## src/rtl/fsqrt_unit.sv

```systemverilog
// fsqrt_unit: handshaked two-stage wrapper around a combinational
// single-precision square root core.
//
// Ports:
//   clk, rstn                  clock (rising edge), async active-low reset
//   in_valid/in_ready          upstream handshake
//   in_x[31:0], in_tag[TAG_W]  operand and opaque destination tag
//   flush                      synchronous kill of everything in flight
//   out_valid/out_ready        downstream handshake
//   out_y[31:0], out_tag       result and its tag
//   out_invalid                IEEE invalid-operation flag for out_y
//
// Stage 1 holds the operand, tag and its IEEE class. Stage 2 is the output
// register, loaded with either the core result or a special-case override.

// Combinational square root for positive normal operands. The mantissa root
// is formed by a restoring digit-by-digit integer square root and truncated
// (at most 1 ulp low). Zero, negative, inf and NaN operands are handled by
// the wrapper, so their results here are don't-care.
module fsqrt (
    input  logic [31:0] x,
    output logic [31:0] y
);

    logic [47:0] rad;
    logic [25:0] rem;
    logic [25:0] trial;
    logic [23:0] root;
    logic [7:0]  exp_r;

    always_comb begin
        // Odd biased exponent means even unbiased exponent: radicand is
        // M << 23; otherwise one extra shift absorbs the odd power of two.
        if (x[23]) begin
            rad = {1'b0, 1'b1, x[22:0], 23'b0};
        end else begin
            rad = {1'b1, x[22:0], 24'b0};
        end

        rem   = '0;
        root  = '0;
        trial = '0;
        for (int i = 23; i >= 0; i--) begin
            rem   = {rem[23:0], rad[2*i+1 -: 2]};
            trial = {root, 2'b01};
            if (rem >= trial) begin
                rem  = rem - trial;
                root = {root[22:0], 1'b1};
            end else begin
                root = {root[22:0], 1'b0};
            end
        end

        // floor((E - 127) / 2) + 127 == (E + 127) >> 1 for both parities
        exp_r = 8'(({1'b0, x[30:23]} + 9'd127) >> 1);

        // root[23] is the hidden bit and is always set for a normal operand
        y = root[23] ? {x[31], exp_r, root[22:0]} : 32'd0;
    end

endmodule

module fsqrt_unit #(
    parameter int TAG_W = 6
) (
    input  logic             clk,
    input  logic             rstn,
    input  logic             in_valid,
    output logic             in_ready,
    input  logic [31:0]      in_x,
    input  logic [TAG_W-1:0] in_tag,
    input  logic             flush,
    output logic             out_valid,
    input  logic             out_ready,
    output logic [31:0]      out_y,
    output logic [TAG_W-1:0] out_tag,
    output logic             out_invalid
);

    typedef enum logic [2:0] {
        CLS_ZERO,
        CLS_NEG,
        CLS_INF,
        CLS_NAN,
        CLS_NORM
    } cls_e;

    localparam logic [31:0] QNAN    = 32'h7FC0_0000;
    localparam logic [31:0] POS_INF = 32'h7F80_0000;

    logic             s1_valid_q, s1_valid_d;
    logic [31:0]      s1_x_q, s1_x_d;
    logic [TAG_W-1:0] s1_tag_q, s1_tag_d;
    cls_e             s1_cls_q, s1_cls_d;

    logic             s2_valid_q, s2_valid_d;
    logic [31:0]      out_y_q, out_y_d;
    logic [TAG_W-1:0] out_tag_q, out_tag_d;
    logic             out_inv_q, out_inv_d;

    logic             s1_en, s2_en;
    cls_e             in_cls;
    logic [31:0]      sqrt_y;
    logic [31:0]      res_y;
    logic             res_inv;

    // Ready depends only on pipeline occupancy, out_ready and flush; never
    // on in_valid.
    assign s2_en    = !s2_valid_q || out_ready;
    assign s1_en    = !s1_valid_q || s2_en;
    assign in_ready = s1_en && !flush;

    // Denormals count as zero (sign kept); -0 and negative denormals are
    // therefore not "negative". NaN takes priority over the sign.
    always_comb begin
        if (in_x[30:23] == 8'd0) begin
            in_cls = CLS_ZERO;
        end else if (in_x[30:23] == 8'hFF && in_x[22:0] != 23'd0) begin
            in_cls = CLS_NAN;
        end else if (in_x[31]) begin
            in_cls = CLS_NEG;
        end else if (in_x[30:23] == 8'hFF) begin
            in_cls = CLS_INF;
        end else begin
            in_cls = CLS_NORM;
        end
    end

    fsqrt u_fsqrt (
        .x (s1_x_q),
        .y (sqrt_y)
    );

    always_comb begin
        res_y   = sqrt_y;
        res_inv = 1'b0;
        case (s1_cls_q)
            CLS_ZERO: res_y = {s1_x_q[31], 31'b0};
            CLS_NEG: begin
                res_y   = QNAN;
                res_inv = 1'b1;
            end
            CLS_INF:  res_y = POS_INF;
            CLS_NAN: begin
                res_y   = QNAN;
                res_inv = !s1_x_q[22];  // signalling NaN only
            end
            default:  res_y = sqrt_y;
        endcase
    end

    always_comb begin
        s1_valid_d = s1_valid_q;
        s1_x_d     = s1_x_q;
        s1_tag_d   = s1_tag_q;
        s1_cls_d   = s1_cls_q;
        s2_valid_d = s2_valid_q;
        out_y_d    = out_y_q;
        out_tag_d  = out_tag_q;
        out_inv_d  = out_inv_q;

        if (flush) begin
            s1_valid_d = 1'b0;
            s2_valid_d = 1'b0;
        end else begin
            if (s1_en) begin
                s1_valid_d = in_valid;
                if (in_valid) begin
                    s1_x_d   = in_x;
                    s1_tag_d = in_tag;
                    s1_cls_d = in_cls;
                end
            end
            if (s2_en) begin
                s2_valid_d = s1_valid_q;
                if (s1_valid_q) begin
                    out_y_d   = res_y;
                    out_tag_d = s1_tag_q;
                    out_inv_d = res_inv;
                end
            end
        end
    end

    always_ff @(posedge clk or negedge rstn) begin
        if (!rstn) begin
            s1_valid_q <= 1'b0;
            s1_x_q     <= '0;
            s1_tag_q   <= '0;
            s1_cls_q   <= CLS_ZERO;
            s2_valid_q <= 1'b0;
            out_y_q    <= '0;
            out_tag_q  <= '0;
            out_inv_q  <= 1'b0;
        end else begin
            s1_valid_q <= s1_valid_d;
            s1_x_q     <= s1_x_d;
            s1_tag_q   <= s1_tag_d;
            s1_cls_q   <= s1_cls_d;
            s2_valid_q <= s2_valid_d;
            out_y_q    <= out_y_d;
            out_tag_q  <= out_tag_d;
            out_inv_q  <= out_inv_d;
        end
    end

    assign out_valid   = s2_valid_q;
    assign out_y       = out_y_q;
    assign out_tag     = out_tag_q;
    assign out_invalid = out_inv_q;

endmodule

```

## config.mk

```make
export PLATFORM = sky130hd
export DESIGN_NAME = fsqrt_unit
export DESIGN_NICKNAME = d
export VERILOG_FILES = /design/src/rtl/fsqrt_unit.sv
export SDC_FILE = /design/constraint.sdc
export NUM_CORES = 1
export LEC_CHECK = 0
export BUFFER_PORTS_ARGS = -buffer_cell sky130_fd_sc_hd__buf_4
export CAP_MARGIN = 20
export CORE_MARGIN = 3
export CORE_UTILIZATION = 60
export DETAILED_ROUTE_END_ITERATION = 16
export MAX_ROUTING_LAYER = met4
export PLACE_DENSITY = 0.87
export SLEW_MARGIN = 15
export SYNTH_ARGS = -nofsm -noshare
export SYNTH_HDL_FRONTEND = slang
export SYNTH_SLANG_ARGS = --single-unit
```

## constraint.sdc

```tcl
create_clock -name clk -period 80.4 [get_ports clk]
set_input_delay 4.02 -clock clk [delete_from_list [all_inputs] [get_ports clk]]
set_output_delay 4.02 -clock clk [all_outputs]
set_load 0.03 [all_outputs]
```

---- After elaboration in Yosys (flattened, before gate mapping) ----
Index checks and enable logic that the tools add are counted.
word-level totals
  bits in read-only memories .............. 0
  bits in latches ......................... 0
  memories kept ........................... 0
  word-level logic and storage cells ...... 136
  memory bits (writable) .................. 0
  flip-flop bits (word level) ............. 82
  output and inout port bits .............. 41
operators by class
  $lt $le $gt $ge ......................... 24
  shifts and indexed selects .............. 0
  divide/modulo/power cells ............... 0
  bitwise operators ....................... 1
  multiplexer cells ....................... 59
  add/subtract/negate cells ............... 24
  multiply operators ...................... 0
  reduce and logical (&&, ||, !) cells .... 16
  eq/ne operators ......................... 4
operators with widths
  cell                                 count
  two-way mux 24 bit                   23
  one-hot mux 32 bit (3 select lines)  1
  two-way mux 48 bit                   1
  two-way mux 32 bit                   1
  two-way mux 1 bit                    28
  >= comparator 26 x 10 -> 1 bit       1
  >= comparator 26 x 11 -> 1 bit       1
  >= comparator 26 x 12 -> 1 bit       1
  >= comparator 26 x 13 -> 1 bit       1
  >= comparator 26 x 14 -> 1 bit       1
  >= comparator 26 x 15 -> 1 bit       1
  >= comparator 26 x 16 -> 1 bit       1
  >= comparator 26 x 17 -> 1 bit       1
  >= comparator 26 x 18 -> 1 bit       1
  >= comparator 26 x 19 -> 1 bit       1
  >= comparator 26 x 20 -> 1 bit       1
  >= comparator 26 x 21 -> 1 bit       1
  >= comparator 26 x 22 -> 1 bit       1
  >= comparator 26 x 23 -> 1 bit       1
  >= comparator 26 x 24 -> 1 bit       1
  >= comparator 26 x 25 -> 1 bit       1
  >= comparator 26 x 3 -> 1 bit        1
  >= comparator 26 x 4 -> 1 bit        1
  >= comparator 26 x 5 -> 1 bit        1
  44 further kinds                     55

---- Logic depth before layout (Yosys ltp) ----
  depth in word-level cells ............... 51
  depth in mapped cells ................... 439
  mapped depth without buffers ............ 402

---- By module ----
Synthesis repeated with hierarchy kept, for this count alone.
unflattened totals
  cells, all modules ...................... 3,613
  area total of the unflattened synthesis .. 26,668.1 µm²
modules (own cells, without submodules)
  module      sequential area each (µm²)  area an instance (µm²)  times used  cells an instance
  fsqrt       0.0                         23,226.0                1           3,334
  fsqrt_unit  2,052.0                     3,442.1                 1           279

---- Worst setup path before layout ----
Ideal clock, no wire load.
  path kind ............................... reg2reg
  start point ............................. register s1_x_q[23]
  end point ............................... register out_y_q[0] (netlist: out_y[0])
  required time ........................... 80.272 ns
  period minus slack after synthesis ...... 77.295 ns
  path buffers ............................ 43
  slack ................................... 3.105 ns
  arrival ................................. 77.167 ns
  stages on the path, launching flop included .. 429
  cell sequence ........................... dfrtp_1 buf_2 buf_2 buf_2 buf_1 clkbuf_1 mux2i_1 ha_1 buf_4 or3b_1 a211oi_2 ha_1 clkbuf_1 nor2b_1 a221o_1 nor3_2 nand2_2 clkinv_2 (+393 left out) a21oi_1 o21a_1 o221ai_4 mux2_2 ha_1 a21oi_1 nor2b_1 o21ai_0 nand2b_1 a21oi_1 nor2b_1 o21ai_0 nand2b_1 a21oi_1 o41ai_1 a211o_1 a31oi_1 a31oi_1
on the way
  word-level cells in the longest chain between the ends .. 51
  elaborated cells on any way between the ends .. 97
  classes of those cells .................. add/sub (23); order compare (24); mux (50)
ends and longest elaborated chain
  element                                                                                RTL line  source
  start, declared                                                                        92        logic [31:0] s1_x_q, s1_x_d;
  start signal, assigned                                                                 188       s1_x_q <= '0;
  start signal, assigned                                                                 197       s1_x_q <= s1_x_d;
  two-way mux 48 bit *                                                                   34        if (x[23]) begin
  subtractor 2 x 1 -> 3 bit / >= comparator 2 x 1 -> 1 bit (equally long branches)       47, 46
  two-way mux 24 bit / two-way mux 1 bit (equally long branches)                         46        if (rem >= trial) begin
  subtractor 24 x 3 -> 24 bit / >= comparator 26 x 3 -> 1 bit (equally long branches)    47, 46
  two-way mux 24 bit / two-way mux 1 bit (equally long branches)                         46
  subtractor 24 x 4 -> 24 bit / >= comparator 26 x 4 -> 1 bit (equally long branches)    47, 46
  two-way mux 24 bit / two-way mux 1 bit (equally long branches)                         46
  subtractor 24 x 5 -> 24 bit / >= comparator 26 x 5 -> 1 bit (equally long branches)    47, 46
  (+35 left out)                                                                         n/a
  subtractor 24 x 23 -> 24 bit / >= comparator 26 x 23 -> 1 bit (equally long branches)  47, 46
  two-way mux 24 bit / two-way mux 1 bit (equally long branches)                         46
  subtractor 24 bit / >= comparator 26 x 24 -> 1 bit (equally long branches)             47, 46
  two-way mux 24 bit / two-way mux 1 bit (equally long branches)                         46
  >= comparator 26 x 25 -> 1 bit                                                         46
  two-way mux 1 bit                                                                      46
  two-way mux 32 bit *                                                                   58        y = root[23] ? {x[31], exp_r, root[22:0]} : 32'd0;
  one-hot mux 32 bit (3 select lines) *                                                  137       case (s1_cls_q)
  end signal, assigned                                                                   201       out_y_q <= out_y_d;
  end, declared                                                                          97        logic [31:0] out_y_q, out_y_d;
Every way passes the cells marked *; elsewhere a longest branch is shown, timed or not.
A chain may end at the register's enable or synchronous reset.

---- Worst setup path in the final report ----
Ends and elaborated chain as after synthesis.

==> out/metrics.yaml <==
grt_pass1_vias: 26900
initial_utilization: 0.614
stdcell_area_mm2: 0.0282
required_ns: 80.63
worst_slew_pin_slew_ns: 1.09
synth_edf_count: 0
whs_path_depth: 2
stdcell_count: 4325
cts_buffers: 9
dpl_cell_area_mm2: 0.0273
htreeDepth: 3
cpMaxStageDelayCell: "or4_1"
max_clock_freq_mhz: 13.4
ys_ff_latch: 82
netlist_area_mm2: 0.0260
drive_above_1_share: 0.121
finalSetupTns_ns: 0
skew_ns: 0.00842
seq_area_mm2: 0.00206
cp.depth: 394
hold_class: "reg -> reg"
area_growth_pct: 8.39
hpwl_mm: 66.1
fp.dieArea_mm2: 0.0459
yosys.cell_types.count: 130
gp_congestion: 1.02
port_buffers: 83
grt_pass1_wl_mm: 135
outcome: "finished clean"
worstSetupEndpointType: "flip-flop"
async_flop_share: 1.00
cts.sinks: 82
drt_wl_total_mm: 84.3
r2r-start: "s1_x_q[23]"
crit_path_frequent_cell: "o21bai_1"
clock_latency_ns: 0.35
timing.final.crit_period_ns: 74.78
startpoint_type: "flip-flop"
root_buffer: "clkbuf_16"
hold_buffers: 0
nFillCells: 3673
path_clk_slew_ns: 0.07
ys_seq_area_frac: 0.0788
relSlewSlack: 0.275
worstPathMaxFanout: 35
multi_input_area_mm2: 0.0232
grt_usage: 0.352
slew_violations: 0
dr_total_vias: 29100
ys_warn_count: 0
grt-ovfl-total: 0
dr.pass1.iters: 6
vias_per_cell: 6.73
drt-initial-drc-count: 3329
drv_cap: 0
cts_buffer_depth: 2
coreArea_mm2: 0.0424
crit_start: "s1_x_q[23]"
place_inst: 4282
fin_crit_sh: 0.930
crit_buf_inv: 38
nets: 4084
ant_nets: 0
synth_cells: 3669
die_h_um: 214
arrival_ns: 75.00
antenna_found_initial: 0
drc: 0
path_class: "reg -> reg"
die_w_um: 214
num_rows: 75
cpPeakStageDelay_ns: 0.61
synthFlopType: "dfrtp_1"
cts_tree: "done"
setup-violations-final: 0
n_antenna_cell: 0
pin_count: 84
cpLargestDelayFamily: "compound AO/OA/AOI/OAI gates"
hold_viol: 0
wl_per_cell_um: 19.5
min_from: "s1_tag_q[1]"
grt_max_degree: 59
syn_avg_cell_area_um2: 7.09
reg2reg_depth: 394
-- routing by layer --
layer	part of all wire	vias up	GRT usage
li1	-	13800	-
met1	0.42	13600	0.450
met2	0.46	1448	0.570
met3	0.079	291	0.0361
met4	0.044	0	0.150
met5	0	-	-
-- cells in the final DEF, fill, tap and decap left out, types with 44 or more instances in the layout --
| cell | Yosys | routed |
|---|---|---|
| nand3_1 | 92 | 91 |
| buf_4 | 7 | 153 |
| xnor2_1 | 199 | 199 |
| nand4_1 | 57 | 57 |
| o21ai_0 | 229 | 227 |
| inv_1 | 171 | 169 |
| mux2i_1 | 57 | 53 |
| nand2_1 | 393 | 388 |
| and3_1 | 46 | 44 |
| a31oi_1 | 52 | 52 |
| nor2_1 | 310 | 308 |
| mux2_2 | 87 | 87 |
| ha_1 | 297 | 293 |
| a21o_1 | 89 | 89 |
| dfrtp_1 | 82 | 79 |
| nor3_1 | 62 | 60 |
| o21bai_1 | 136 | 136 |
| xor2_1 | 79 | 79 |
| a21oi_1 | 382 | 359 |
-- through the flow --
step	hold WS, ns	util	worst slack [ns]
5_1_grt	0.496	0.665	-0.260
6_report	0.470	0.665	5.62
4_1_cts	0.471	0.651	0.393
2_1_floorplan	0.433	-	3.10
3_3_place_gp	0.442	0.644	3.51
3_5_place_dp	0.457	0.644	0.846
-- synth_stat cells (62+ instances only) --
master    count  area [um^2]
a21oi_1     382         1910
nand2_1     393         1480
nor2_1      310         1160
a21o_1       89          668
xor2_1       79          692
dfrtp_1      82         2050
mux2_2       87          980
o21bai_1    136         1020
xnor2_1     199         1740
ha_1        297         3720
nor3_1       62          310
inv_1       171          642
nand3_1      92          460
o21ai_0     229         1150
-- worst paths after layout --
kind	to	slack, ns
setup / recovery	out_y[0]	5.62
max in group asynchronous	s1_x_q[23]	75.73
hold reg to reg	out_tag[1]	0.47
hold / removal	out_tag[1]	0.47
setup reg to reg	out_y[0]	5.62
min in group asynchronous	out_y[29]	3.57
-- sequential cells by signal, summed over array words and instances, names as in the netlist --
signal       cells
out_invalid      1
out_tag          6
out_valid        1
out_y           32
s1_cls_q         3
s1_tag_q         6
s1_valid_q       1
s1_x_q          32
-- worst reg2reg max path, delay by kind of cell (launching register included) --
kind,cells,cell delay (ns)
muxes,10,2.84
buffers and inverters,38,6.19
adders and majority gates,28,8.03
and+or+nand+nor,84,16.16
DFF,1,0.48
AOI/OAI and AO/OA,234,40.88
-- final cells by class --
class,instances,area share
Inverter,182,0.0262
Clock buffer,13,0.00887
Timing Repair Buffer,157,0.0428
Clock inverter,3,0.00169
Tap cell,577,0.0256
Sequential cell,82,0.0730
Multi-Input combinational cell,3311,0.822
-- logic make-up (layout without fill, tap and decap cells) --
family,Yosys count,after routing,synth area share
and+or+nand+nor,1262,1263,0.242
AOI/OAI and AO/OA,1294,1294,0.329
muxes,153,153,0.0643
xor gates and xnor gates,279,279,0.0942
other,2,24,0.000289
buffers and inverters,299,355,0.0474
DFF,82,82,0.0788
adders and majority gates,298,298,0.144
-- timing repair --
action                                  in CTS  in global routing
gates resized for setup                      0                109
buffers inserted                             0                 26
endpoints found under the setup margin       0                  3
endpoints found under the hold margin        0                  0
Power is left out: the tool's default activity adds up to more than one toggle a clock period on the data nets, which glitch-free logic cannot reach.
